`config.mk`:
```
export PLATFORM = sky130hd
export DESIGN_NAME = servo_pwm_bank_flat
export DESIGN_NICKNAME = d
export VERILOG_FILES = /design/src/rtl/servo_pwm_bank_if.sv /design/src/rtl/servo_pwm_bank.sv /design/src/flat_wrapper.sv
export SDC_FILE = /design/constraint.sdc
export NUM_CORES = 1
export LEC_CHECK = 0
export BUFFER_PORTS_ARGS = -buffer_cell sky130_fd_sc_hd__buf_2
export CAP_MARGIN = 20
export CORE_MARGIN = 1.5
export CORE_UTILIZATION = 45
export DETAILED_ROUTE_END_ITERATION = 12
export SYNTH_ARGS = -nofsm -noshare
export SYNTH_HDL_FRONTEND = slang
export SYNTH_SLANG_ARGS = --single-unit
```
`constraint.sdc`:
```
create_clock -name clk -period 4.7 [get_ports clk]
set_clock_uncertainty 0.15 [all_clocks]
set_input_delay 0.47 -clock clk [delete_from_list [all_inputs] [get_ports clk]]
set_output_delay 0.47 -clock clk [all_outputs]
set_load 0.1 [all_outputs]
```
`src/rtl/servo_pwm_bank_if.sv`:
```
// Command port of servo_pwm_bank: valid/ready transfer of a (channel, width) pair
// plus the one-cycle error pulse for commands aimed at a non-existent channel.
interface servo_pwm_bank_if #(
    parameter int CH_W  = 3,
    parameter int CNT_W = 20
);
    logic             cmd_valid;
    logic             cmd_ready;
    logic [CH_W-1:0]  cmd_ch;
    logic [CNT_W-1:0] cmd_width;
    logic             cmd_err;

    modport master (output cmd_valid, output cmd_ch, output cmd_width,
                    input  cmd_ready, input  cmd_err);
    modport slave  (input  cmd_valid, input  cmd_ch, input  cmd_width,
                    output cmd_ready, output cmd_err);
endinterface

```
`src/rtl/servo_pwm_bank.sv`:
```
// Multi-channel servo PWM bank: shared frame counter, clamped per-channel targets,
// live widths slewed by at most STEP per frame. Optional sweep mode: SERVO_PWM_SWEEP_EN.
module servo_pwm_bank #(
    parameter int NUM_CH        = 5,
    parameter int CNT_W         = 20,
    parameter int PERIOD_CYCLES = 1000000,
    parameter int MIN_PULSE     = 50000,
    parameter int MAX_PULSE     = 100000,
    parameter int STEP          = 1000,
    parameter int CH_W          = (NUM_CH > 1) ? $clog2(NUM_CH) : 1
) (
    input  logic              clk,
    input  logic              rst_n,
`ifdef SERVO_PWM_SWEEP_EN
    input  logic              sweep_en,
`endif
    servo_pwm_bank_if.slave   cmd,
    output logic [NUM_CH-1:0] pwm_out,
    output logic              frame_tick
);
    localparam logic [CNT_W-1:0] LAST_C   = CNT_W'(PERIOD_CYCLES - 1);
    localparam logic [CNT_W-1:0] MIN_C    = CNT_W'(MIN_PULSE);
    localparam logic [CNT_W-1:0] MAX_C    = CNT_W'(MAX_PULSE);
    localparam logic [CNT_W-1:0] CENTER_C = CNT_W'((MIN_PULSE + MAX_PULSE) / 2);
    localparam logic [CNT_W:0]   STEP_C   = (CNT_W+1)'(STEP);
    localparam logic [CH_W:0]    NUM_CH_C = (CH_W+1)'(NUM_CH);

    generate
        if (!((MIN_PULSE <= MAX_PULSE) && (MAX_PULSE < PERIOD_CYCLES) && (STEP >= 1))) begin : g_bad_cfg
            $error("servo_pwm_bank: need MIN_PULSE <= MAX_PULSE < PERIOD_CYCLES and STEP >= 1");
        end
    endgenerate

    function automatic logic [CNT_W-1:0] clamp_width(input logic [CNT_W-1:0] w);
        logic [CNT_W-1:0] r;
        if (w < MIN_C) begin
            r = MIN_C;
        end else if (w > MAX_C) begin
            r = MAX_C;
        end else begin
            r = w;
        end
        return r;
    endfunction

    // Work on the distance to the target so neither direction can wrap.
    function automatic logic [CNT_W-1:0] slew(input logic [CNT_W-1:0] live,
                                              input logic [CNT_W-1:0] tgt);
        logic [CNT_W:0] l_w;
        logic [CNT_W:0] t_w;
        logic [CNT_W:0] r_w;
        l_w = {1'b0, live};
        t_w = {1'b0, tgt};
        if (t_w > l_w) begin
            r_w = ((t_w - l_w) > STEP_C) ? (l_w + STEP_C) : t_w;
        end else if (t_w < l_w) begin
            r_w = ((l_w - t_w) > STEP_C) ? (l_w - STEP_C) : t_w;
        end else begin
            r_w = l_w;
        end
        return r_w[CNT_W-1:0];
    endfunction

    logic [CNT_W-1:0]  cnt_q, cnt_d;
    logic [CNT_W-1:0]  target_q [NUM_CH];
    logic [CNT_W-1:0]  target_d [NUM_CH];
    logic [CNT_W-1:0]  live_q   [NUM_CH];
    logic [CNT_W-1:0]  live_d   [NUM_CH];
    logic [NUM_CH-1:0] pwm_q, pwm_d;
    logic              tick_q, tick_d;
    logic              err_q, err_d;
    logic              boundary_s, xfer_s, ch_ok_s;
`ifdef SERVO_PWM_SWEEP_EN
    logic [NUM_CH-1:0] dir_up_q, dir_up_d;
`endif

    // Ready drops with reset asynchronously, not on the next edge.
    assign boundary_s    = (cnt_q == LAST_C);
    assign cmd.cmd_ready = rst_n & ~boundary_s;
    assign xfer_s        = cmd.cmd_valid & cmd.cmd_ready;
    assign ch_ok_s       = ({1'b0, cmd.cmd_ch} < NUM_CH_C);

    assign pwm_out     = pwm_q;
    assign frame_tick  = tick_q;
    assign cmd.cmd_err = err_q;

    // Next-state: counter, command capture, frame-boundary slew and pulse compare.
    always_comb begin
        cnt_d  = boundary_s ? '0 : (cnt_q + CNT_W'(1));
        tick_d = boundary_s;
        err_d  = xfer_s & ~ch_ok_s;
        pwm_d  = '0;
`ifdef SERVO_PWM_SWEEP_EN
        dir_up_d = dir_up_q;
`endif
        for (int i = 0; i < NUM_CH; i++) begin
            pwm_d[i] = (cnt_q < live_q[i]);
            if (xfer_s && ch_ok_s && (cmd.cmd_ch == CH_W'(i))) begin
                target_d[i] = clamp_width(cmd.cmd_width);
            end else begin
                target_d[i] = target_q[i];
            end
            if (boundary_s) begin
`ifdef SERVO_PWM_SWEEP_EN
                if (sweep_en) begin
                    live_d[i] = slew(live_q[i], dir_up_q[i] ? MAX_C : MIN_C);
                    if (live_d[i] >= MAX_C) begin
                        dir_up_d[i] = 1'b0;
                    end else if (live_d[i] <= MIN_C) begin
                        dir_up_d[i] = 1'b1;
                    end else begin
                        dir_up_d[i] = dir_up_q[i];
                    end
                end else begin
                    live_d[i] = slew(live_q[i], target_q[i]);
                end
`else
                live_d[i] = slew(live_q[i], target_q[i]);
`endif
            end else begin
                live_d[i] = live_q[i];
            end
        end
    end

    // State registers; everything returns to CENTER / idle on reset.
    always_ff @(posedge clk or negedge rst_n) begin
        if (!rst_n) begin
            cnt_q  <= '0;
            pwm_q  <= '0;
            tick_q <= 1'b0;
            err_q  <= 1'b0;
            for (int i = 0; i < NUM_CH; i++) begin
                target_q[i] <= CENTER_C;
                live_q[i]   <= CENTER_C;
            end
`ifdef SERVO_PWM_SWEEP_EN
            dir_up_q <= '1;
`endif
        end else begin
            cnt_q  <= cnt_d;
            pwm_q  <= pwm_d;
            tick_q <= tick_d;
            err_q  <= err_d;
            for (int i = 0; i < NUM_CH; i++) begin
                target_q[i] <= target_d[i];
                live_q[i]   <= live_d[i];
            end
`ifdef SERVO_PWM_SWEEP_EN
            dir_up_q <= dir_up_d;
`endif
        end
    end
endmodule

```
`src/flat_wrapper.sv`:
```
// flat-port wrapper written by rule: the top's interface ports become plain ports
module servo_pwm_bank_flat 
#(
    parameter int NUM_CH        = 5,
    parameter int CNT_W         = 20,
    parameter int PERIOD_CYCLES = 1000000,
    parameter int MIN_PULSE     = 50000,
    parameter int MAX_PULSE     = 100000,
    parameter int STEP          = 1000,
    parameter int CH_W          = (NUM_CH > 1) ? $clog2(NUM_CH) : 1
)
  (clk, rst_n, pwm_out, frame_tick, cmd_cmd_valid, cmd_cmd_ch, cmd_cmd_width, cmd_cmd_ready, cmd_cmd_err);
  servo_pwm_bank_if #(.CH_W(CH_W), .CNT_W(CNT_W)) cmd_i ();
  input  logic clk;
  input  logic rst_n;
  output logic [NUM_CH-1:0] pwm_out;
  output logic frame_tick;
  input wire logic [$bits(cmd_i.cmd_valid)-1:0] cmd_cmd_valid;
  input wire logic [$bits(cmd_i.cmd_ch)-1:0] cmd_cmd_ch;
  input wire logic [$bits(cmd_i.cmd_width)-1:0] cmd_cmd_width;
  output wire logic [$bits(cmd_i.cmd_ready)-1:0] cmd_cmd_ready;
  output wire logic [$bits(cmd_i.cmd_err)-1:0] cmd_cmd_err;
  assign cmd_i.cmd_valid = cmd_cmd_valid;
  assign cmd_i.cmd_ch = cmd_cmd_ch;
  assign cmd_i.cmd_width = cmd_cmd_width;
  assign cmd_cmd_ready = cmd_i.cmd_ready;
  assign cmd_cmd_err = cmd_i.cmd_err;
  servo_pwm_bank #(.NUM_CH(NUM_CH), .CNT_W(CNT_W), .PERIOD_CYCLES(PERIOD_CYCLES), .MIN_PULSE(MIN_PULSE), .MAX_PULSE(MAX_PULSE), .STEP(STEP), .CH_W(CH_W)) u_core (.clk(clk), .rst_n(rst_n), .cmd(cmd_i), .pwm_out(pwm_out), .frame_tick(frame_tick));
endmodule
```
==> impl_metrics.toml, run 1 <==
[run_status]
status = "complete, no violations"

[timing]
period_needed_ns = 4.45
finalHoldViolations = 0
fin_crit_sh_pct = 94.8
report.final.slew_viol_count = 0
max_freq_mhz = 225
tightest_slew_ns = 1.23
slew_headroom_pct = 17.9
finalSetupViolations = 0
worst_slack_ns = 0.246

[yosys]
avgSynthCellArea_um2 = 7.54
netlist_area_um2 = 27200
synthTopCellsByArea = "ha_1, dfrtp_1, dfstp_2, a21oi_1, o21ai_0"
synthCells = 3611
yosysTopAreaCellShare_pct = 14.1
synth_common_cells = "nand2_1, a21oi_1, o21ai_0"
synth_top_family_by_area = "compound AO/OA/AOI/OAI gates"
synth_most_common_cell = "nand2_1"
synth.ff_latch_count = 227
synthArstFlopShare_pct = 100
ys_warn_count = 0
ys_types = 107
synth_largest_area_cell = "ha_1"
syn_nets = 3948
synthXorXnorAreaFrac_pct = 5.50
synth_edf_count = 0
synth_compound_area_share_pct = 28.7
yosysSeqAreaShare_pct = 21.2
synth-simple-area-share_pct = 21.4
yosys.area_share.adder_pct = 14.4
synthMuxAreaShare_pct = 2.49
synth_ff_type = "dfrtp_1"

[routing]
antenna_left = 0
routed_via_density = 6.20
first_pass_iters = 8
wl_per_cell_um = 21.1
vias = 27500
drt_iter0_drc = 2402
drc_errors = 0
drt_wl_total_mm = 93.6

[min_path]
hold_start = "cmd_cmd_ch[0]"
holdPathEnd = "u_core.cmd.cmd_err"
holdPathStages = 2
hold_path.class = "primary input to register"

[placed_design]
pre_cts_ws_ns = 0.268
placed_area_um2 = 28500
hpwl_mm = 71.7
io_buffer_count = 33
gp_congestion = 0.963

[power]
intPower_mw = 5.09
pwr-share-clk_pct = 30.8
switchingPower_mw = 3.48
p_leak_nw = 12.8
swShare_pct = 40.6
combPwrFrac_pct = 42.9
power_density_nw_per_um2 = 288
irDropWorstVdd_mv = 0.288
seq_power_share_pct = 26.3

[global_route]
grt_pass1_wl_mm = 148
grt_max_degree = 60
antenna_found_initial = 5
track_usage_pct = 29.5
grt_pass1_vias = 25800
grt-ovfl-total = 0

[final_layout]
drive_gt1_share_pct = 9.48
nFillCells = 6010
area_growth_pct = 9.16
finalNetCount = 3961
stdcell_area_um2 = 29700

[worst_setup_path]
rrSetupSlack_ns = 0.25
cp-start-kind = "register"
crit_chain = "inv_1, ha_1, o21ai_1, a21oi_2, o31ai_2, mux2_2, or4b_1, o211ai_1, and4b_1, buf_4, or3_1, a21oi_1, o21ai_0, o211ai_1"
critPathSlowestCell = "dfstp_2"
slowest_delay_ns = 0.61
endpoint_kind = "register"
crit_type = "register to register"
worstPathArrival_ns = 4.81
rr_endpoint = "u_core.live_q[72]"
crit_required_ns = 5.06
crit_fanout = 11
reg2reg_from = "u_core.live_q[63]"
rr_worst_depth = 14
path_common_cell = "o211ai_1"

[cts]
root_buffer = "clkbuf_16"
cts_max_level = 1
cts_sinks = 227
cts_buffers = 30
cts_tree = "built"
cts_buffer_depth = 3
clkLatencyLatePin_ns = 0.59
clkTransAtPathRegs_ns = 0.07
cts_setup_buffers = 0

[floorplan]
rows = 90
initial_core_util_pct = 45.3
io-pin-count = 34
die_w_um = 249
design.core.area_um2 = 60100
die_h_um = 249
die_area_um2 = 62000

[flow_run]
max-cap-violations = 0
-- cell type report --
type                    count  area (um2)  area share, %
repair buffers            151        1090           3.67
flip-flops and latches    227        5780           19.4
clock inverters            23         323           1.09
diodes                      5        12.5         0.0421
well taps                 782         978           3.29
multi-input cells        2957       19800           66.6
inverters                 257         965           3.24
clock buffers              33         793           2.67
-- stage by stage --
stage	hold slack, ns	TNS, ns	std cells	power (mW)	utilization, %
after detailed placement	0.302	0	4370	5.85	47.5
final	0.0446	0	4435	8.57	49.4
after global placement	0.311	0	4370	5.86	47.5
after CTS	0.0245	0	4429	8.51	49.4
after floorplan	0.0244	0	3611	4.89	-
after global routing	0.0566	-0.00607	4430	9.05	49.4
-- routing by layer --
metal / share of wire, % / routed length (um) / global-route usage [%]
met1: 46 / 42800 / 41.3
met2: 43 / 40400 / 45.6
met3: 7.1 / 6610 / 4.44
met4: 4.0 / 3720 / 11.4
met5: 0.048 / 45 / 0
-- kinds of logic after synthesis --
logic type      count (synthesis)
xor+xnor                      171
mux                            65
buf+inv                       427
compound gates               1230
flops                         227
fa+ha+maj                     311
simple gates                 1180
-- power groups by stage --
stage / logic [mW] / clock network [mW] / registers, mW
after global routing: 4.05 / 2.74 / 2.26
after global placement: 3.59 / 0 / 2.28
after CTS: 3.60 / 2.67 / 2.25
after detailed placement: 3.58 / 0 / 2.28
final: 3.68 / 2.64 / 2.25
after floorplan: 2.69 / 0 / 2.20
-- critical path: cells and delay by family (launching register included) --
family | cells | cell delay, ns
adder cells (fa/ha/maj) | 1 | 0.44
flip-flops | 1 | 0.61
multiplexers | 1 | 0.40
AO/OA/AOI/OAI | 7 | 1.19
AND/OR/NAND/NOR | 3 | 1.28
buffers and inverters | 2 | 0.31
-- timing repair --
action / CTS / global route
setup endpoints to repair: 0 / 22
gates resized for setup: 0 / 6
endpoints found under the hold margin: 38 / 0
hold buffers: 3 / 0
-- cell usage in the layout, fill, tap and decap left out, drive strengths merged, types with 53 or more instances in the layout --
| master | instances |
|---|---|
| inv | 254 |
| nand2 | 341 |
| nor2 | 248 |
| buf | 147 |
| nand4 | 68 |
| xnor2 | 118 |
| nor3 | 100 |
| dfrtp | 147 |
| a21oi | 323 |
| a21o | 105 |
| xor2 | 53 |
| ha | 306 |
| o211ai | 71 |
| dfstp | 80 |
| nand3 | 116 |
| o21ai | 339 |
-- how the worst max path moves through the flow --
stage	start	end	cells past startpoint
floorplan	u_core.live_q[45]	u_core.live_q[57]	14
global placement	u_core.live_q[24]	u_core.live_q[20]	14
detailed placement	u_core.live_q[63]	u_core.live_q[78]	14
CTS	u_core.live_q[63]	u_core.live_q[78]	14
global route	u_core.live_q[66]	u_core.live_q[72]	14
finish	u_core.live_q[63]	u_core.live_q[72]	14
-- sequential cells by signal, indices dropped and copies added (netlist names) --
| name | cells |
|---|---|
| u_core.cmd.cmd_err | 1 |
| u_core.cnt_q | 20 |
| u_core.frame_tick | 1 |
| u_core.live_q | 100 |
| u_core.pwm_out | 5 |
| u_core.target_q | 100 |
Note: power is estimated with default switching activity, not from simulation.
==> inputs of run 2 (changes only) <==
PLACE_DENSITY = 0.71   (was default)
SETUP_SLACK_MARGIN = 0.2   (was default)
clock period = 5.21 ns   (was 4.7 ns; I/O delays follow)
==> run 2 against run 1 <==
  * Combinational power decreased by 11%
  * Maximum frequency decreased by 7.1%
  * Final cell count decreased by 1.2%
  * Critical path depth decreased by 2
  * Clock-buffer cell count increased by 8
  * Cell area decreased by 1.7%
  * Register-to-register slack improved by 0.17 ns
  * Global-route usage decreased by 1.7 points
  * Sequential power decreased by 10%
  * Non-clock buffer count decreased by 55
  * Largest cell class unchanged
==> impl_metrics.toml, run 2 (synthesized netlist as in run 1, its figures left out) <==
[final_layout]
layoutNonFillerInstCount = 4381
finalNetCount = 3906
layout_commonest_cell = "nand2_1"
layout_common_cells = "nand2_1, a21oi_1, o21ai_0"
area_growth_pct = 7.26
nFillCells = 5952
reg_top3 = "u_core.live_q x100, u_core.target_q x100, u_core.cnt_q x20"
multi_input_area_um2 = 19800
seq_area_um2 = 5780
drive_gt1_share_pct = 7.93

[worst_setup_path]
crit_type = "register to register"
worst-path-buf-inv = 2
cp-start-kind = "register"
crit_required_ns = 5.58
path_common_cell = "inv_1"
slowest_delay_ns = 0.63
crit_family = "compound AO/OA/AOI/OAI gates"
endpoint_kind = "register"
critPathSlowestCell = "dfstp_2"
crit_chain = "inv_1, ha_1, nand2_1, o21ai_0, inv_1, a221o_1, a221oi_1, nand4b_1, or2_1, mux2_4, nor2_4, mux2i_1"
worstPathArrival_ns = 5.17
crit_fanout = 14

[power]
irDropWorstVdd_mv = 0.267
power_density_nw_per_um2 = 258
p_leak_nw = 12.5

[routing]
drc_errors = 0
routed_via_density = 6.36
antenna_left = 0
first_pass_iters = 6
vias = 27800
wl_per_cell_um = 20.6
drt_wl_total_mm = 90.1
drt_iter0_drc = 2883

[timing]
slew_headroom_pct = 28.6
rsz0062_at_grt = "no"
timing.setup.tns_ns = 0
finalHoldViolations = 0
finalSetupViolations = 0
fin_crit_sh_pct = 92.0
max_freq_mhz = 209
period_needed_ns = 4.79
report.final.slew_viol_count = 0
tightest_slew_ns = 1.07

[cts]
cts_sinks = 227
clkTransAtPathRegs_ns = 0.07
cts_max_level = 1
cts_tree = "built"
root_buffer = "clkbuf_16"
cts_buffers = 30
cts_buffer_depth = 3
clkLatencyLatePin_ns = 0.61

[global_route]
antenna_found_initial = 2
grt_pass1_vias = 25200
grt_max_degree = 136
grt_pass1_wl_mm = 141
track_usage_pct = 27.8
grt-ovfl-total = 0

[floorplan]
design.core.area_um2 = 60100
io-pin-count = 34
die_h_um = 249
die_area_um2 = 62000
die_w_um = 249
initial_core_util_pct = 45.3
rows = 90

[run_status]
status = "complete, no violations"

[placed_design]
gp_congestion = 0.973
dp_cells = 4317
io_buffer_count = 33
hpwl_mm = 68.0

[min_path]
hold_path.class = "primary input to register"

[flow_run]
max-cap-violations = 0
run 2: changes by cell type in the layout (fill, tap and decap cells not counted), moves of 2 or more:
cell | before | now
dlygate4sd3_1 | 3 | 1
clkbuf_8 | 1 | 4
and2_1 | 35 | 37
buf_4 | 112 | 59
clkbuf_1 | 1 | 7
inv_6 | 4 | 2
clkinvlp_4 | 4 | 1
bufinv_16 | 7 | 4
run 2: cell type report:
type	count	share of cell area, %
multi-input combinational	2957	67.7
sequential	227	19.8
tap	782	3.35
inverter	257	3.30
clock buffer	41	2.85
timing repair buffer	96	2.30
clock inverter	15	0.685
antenna	6	0.0514
run 2: through the flow:
step	hold slack [ns]	util (%)	area (um2)	setup slack, ns	power (mW)
2_1_floorplan	0.0754	-	27200	1.10	4.41
3_3_place_gp	0.265	46.8	28100	0.444	5.20
3_5_place_dp	0.263	46.8	28100	0.338	5.21
4_1_cts	0.0262	48.5	29200	0.307	7.46
5_1_grt	0.0518	48.6	29200	0.210	7.94
6_report	0.0451	48.6	29200	0.418	7.53
run 2: what timing repair did:
action / in CTS / in global routing
hold buffers: 1 / 0
resized for setup: 0 / 5
hold endpoints to repair: 30 / 0
endpoints found under the setup margin: 0 / 21
setup buffers: 0 / 0
run 2: report_power, final:
group          internal [mW]  total, mW  switching [mW]
combinational           1.21       3.27            2.06
sequential              1.89       2.02           0.134
clock                   1.32       2.23           0.913
total                   4.42       7.53            3.11
run 2: worst paths after layout:
check,startpoint,to,slack (ns),cells after the start
setup reg to reg,u_core.live_q[30],u_core.live_q[20],0.42,12
max in group asynchronous,rst_n,u_core.target_q[95],2.73,4
hold reg to reg,u_core.target_q[87],u_core.target_q[87],0.36,2
setup / recovery,u_core.live_q[30],u_core.live_q[20],0.42,12
min in group asynchronous,rst_n,u_core.target_q[57],0.23,2
hold / removal,cmd_cmd_valid,u_core.cmd.cmd_err,0.05,2
run 2: metal layers:
metal  share of wire [%]  routed length (um)  GRT usage, %
met1                  43               38700          37.8
met2                  45               40700          45.0
met3                 8.4                7590          4.27
met4                 3.5                3170          9.39
met5               0.013                  12             0
run 2: worst register-to-register path, delay by kind of cell (launching register included):
kind,cells,cell delay [ns]
flip-flops,1,0.63
multiplexers,2,0.66
adder cells (fa/ha/maj),1,0.56
AO/OA/AOI/OAI,3,1.22
AND/OR/NAND/NOR,4,1.20
buffers and inverters,2,0.31
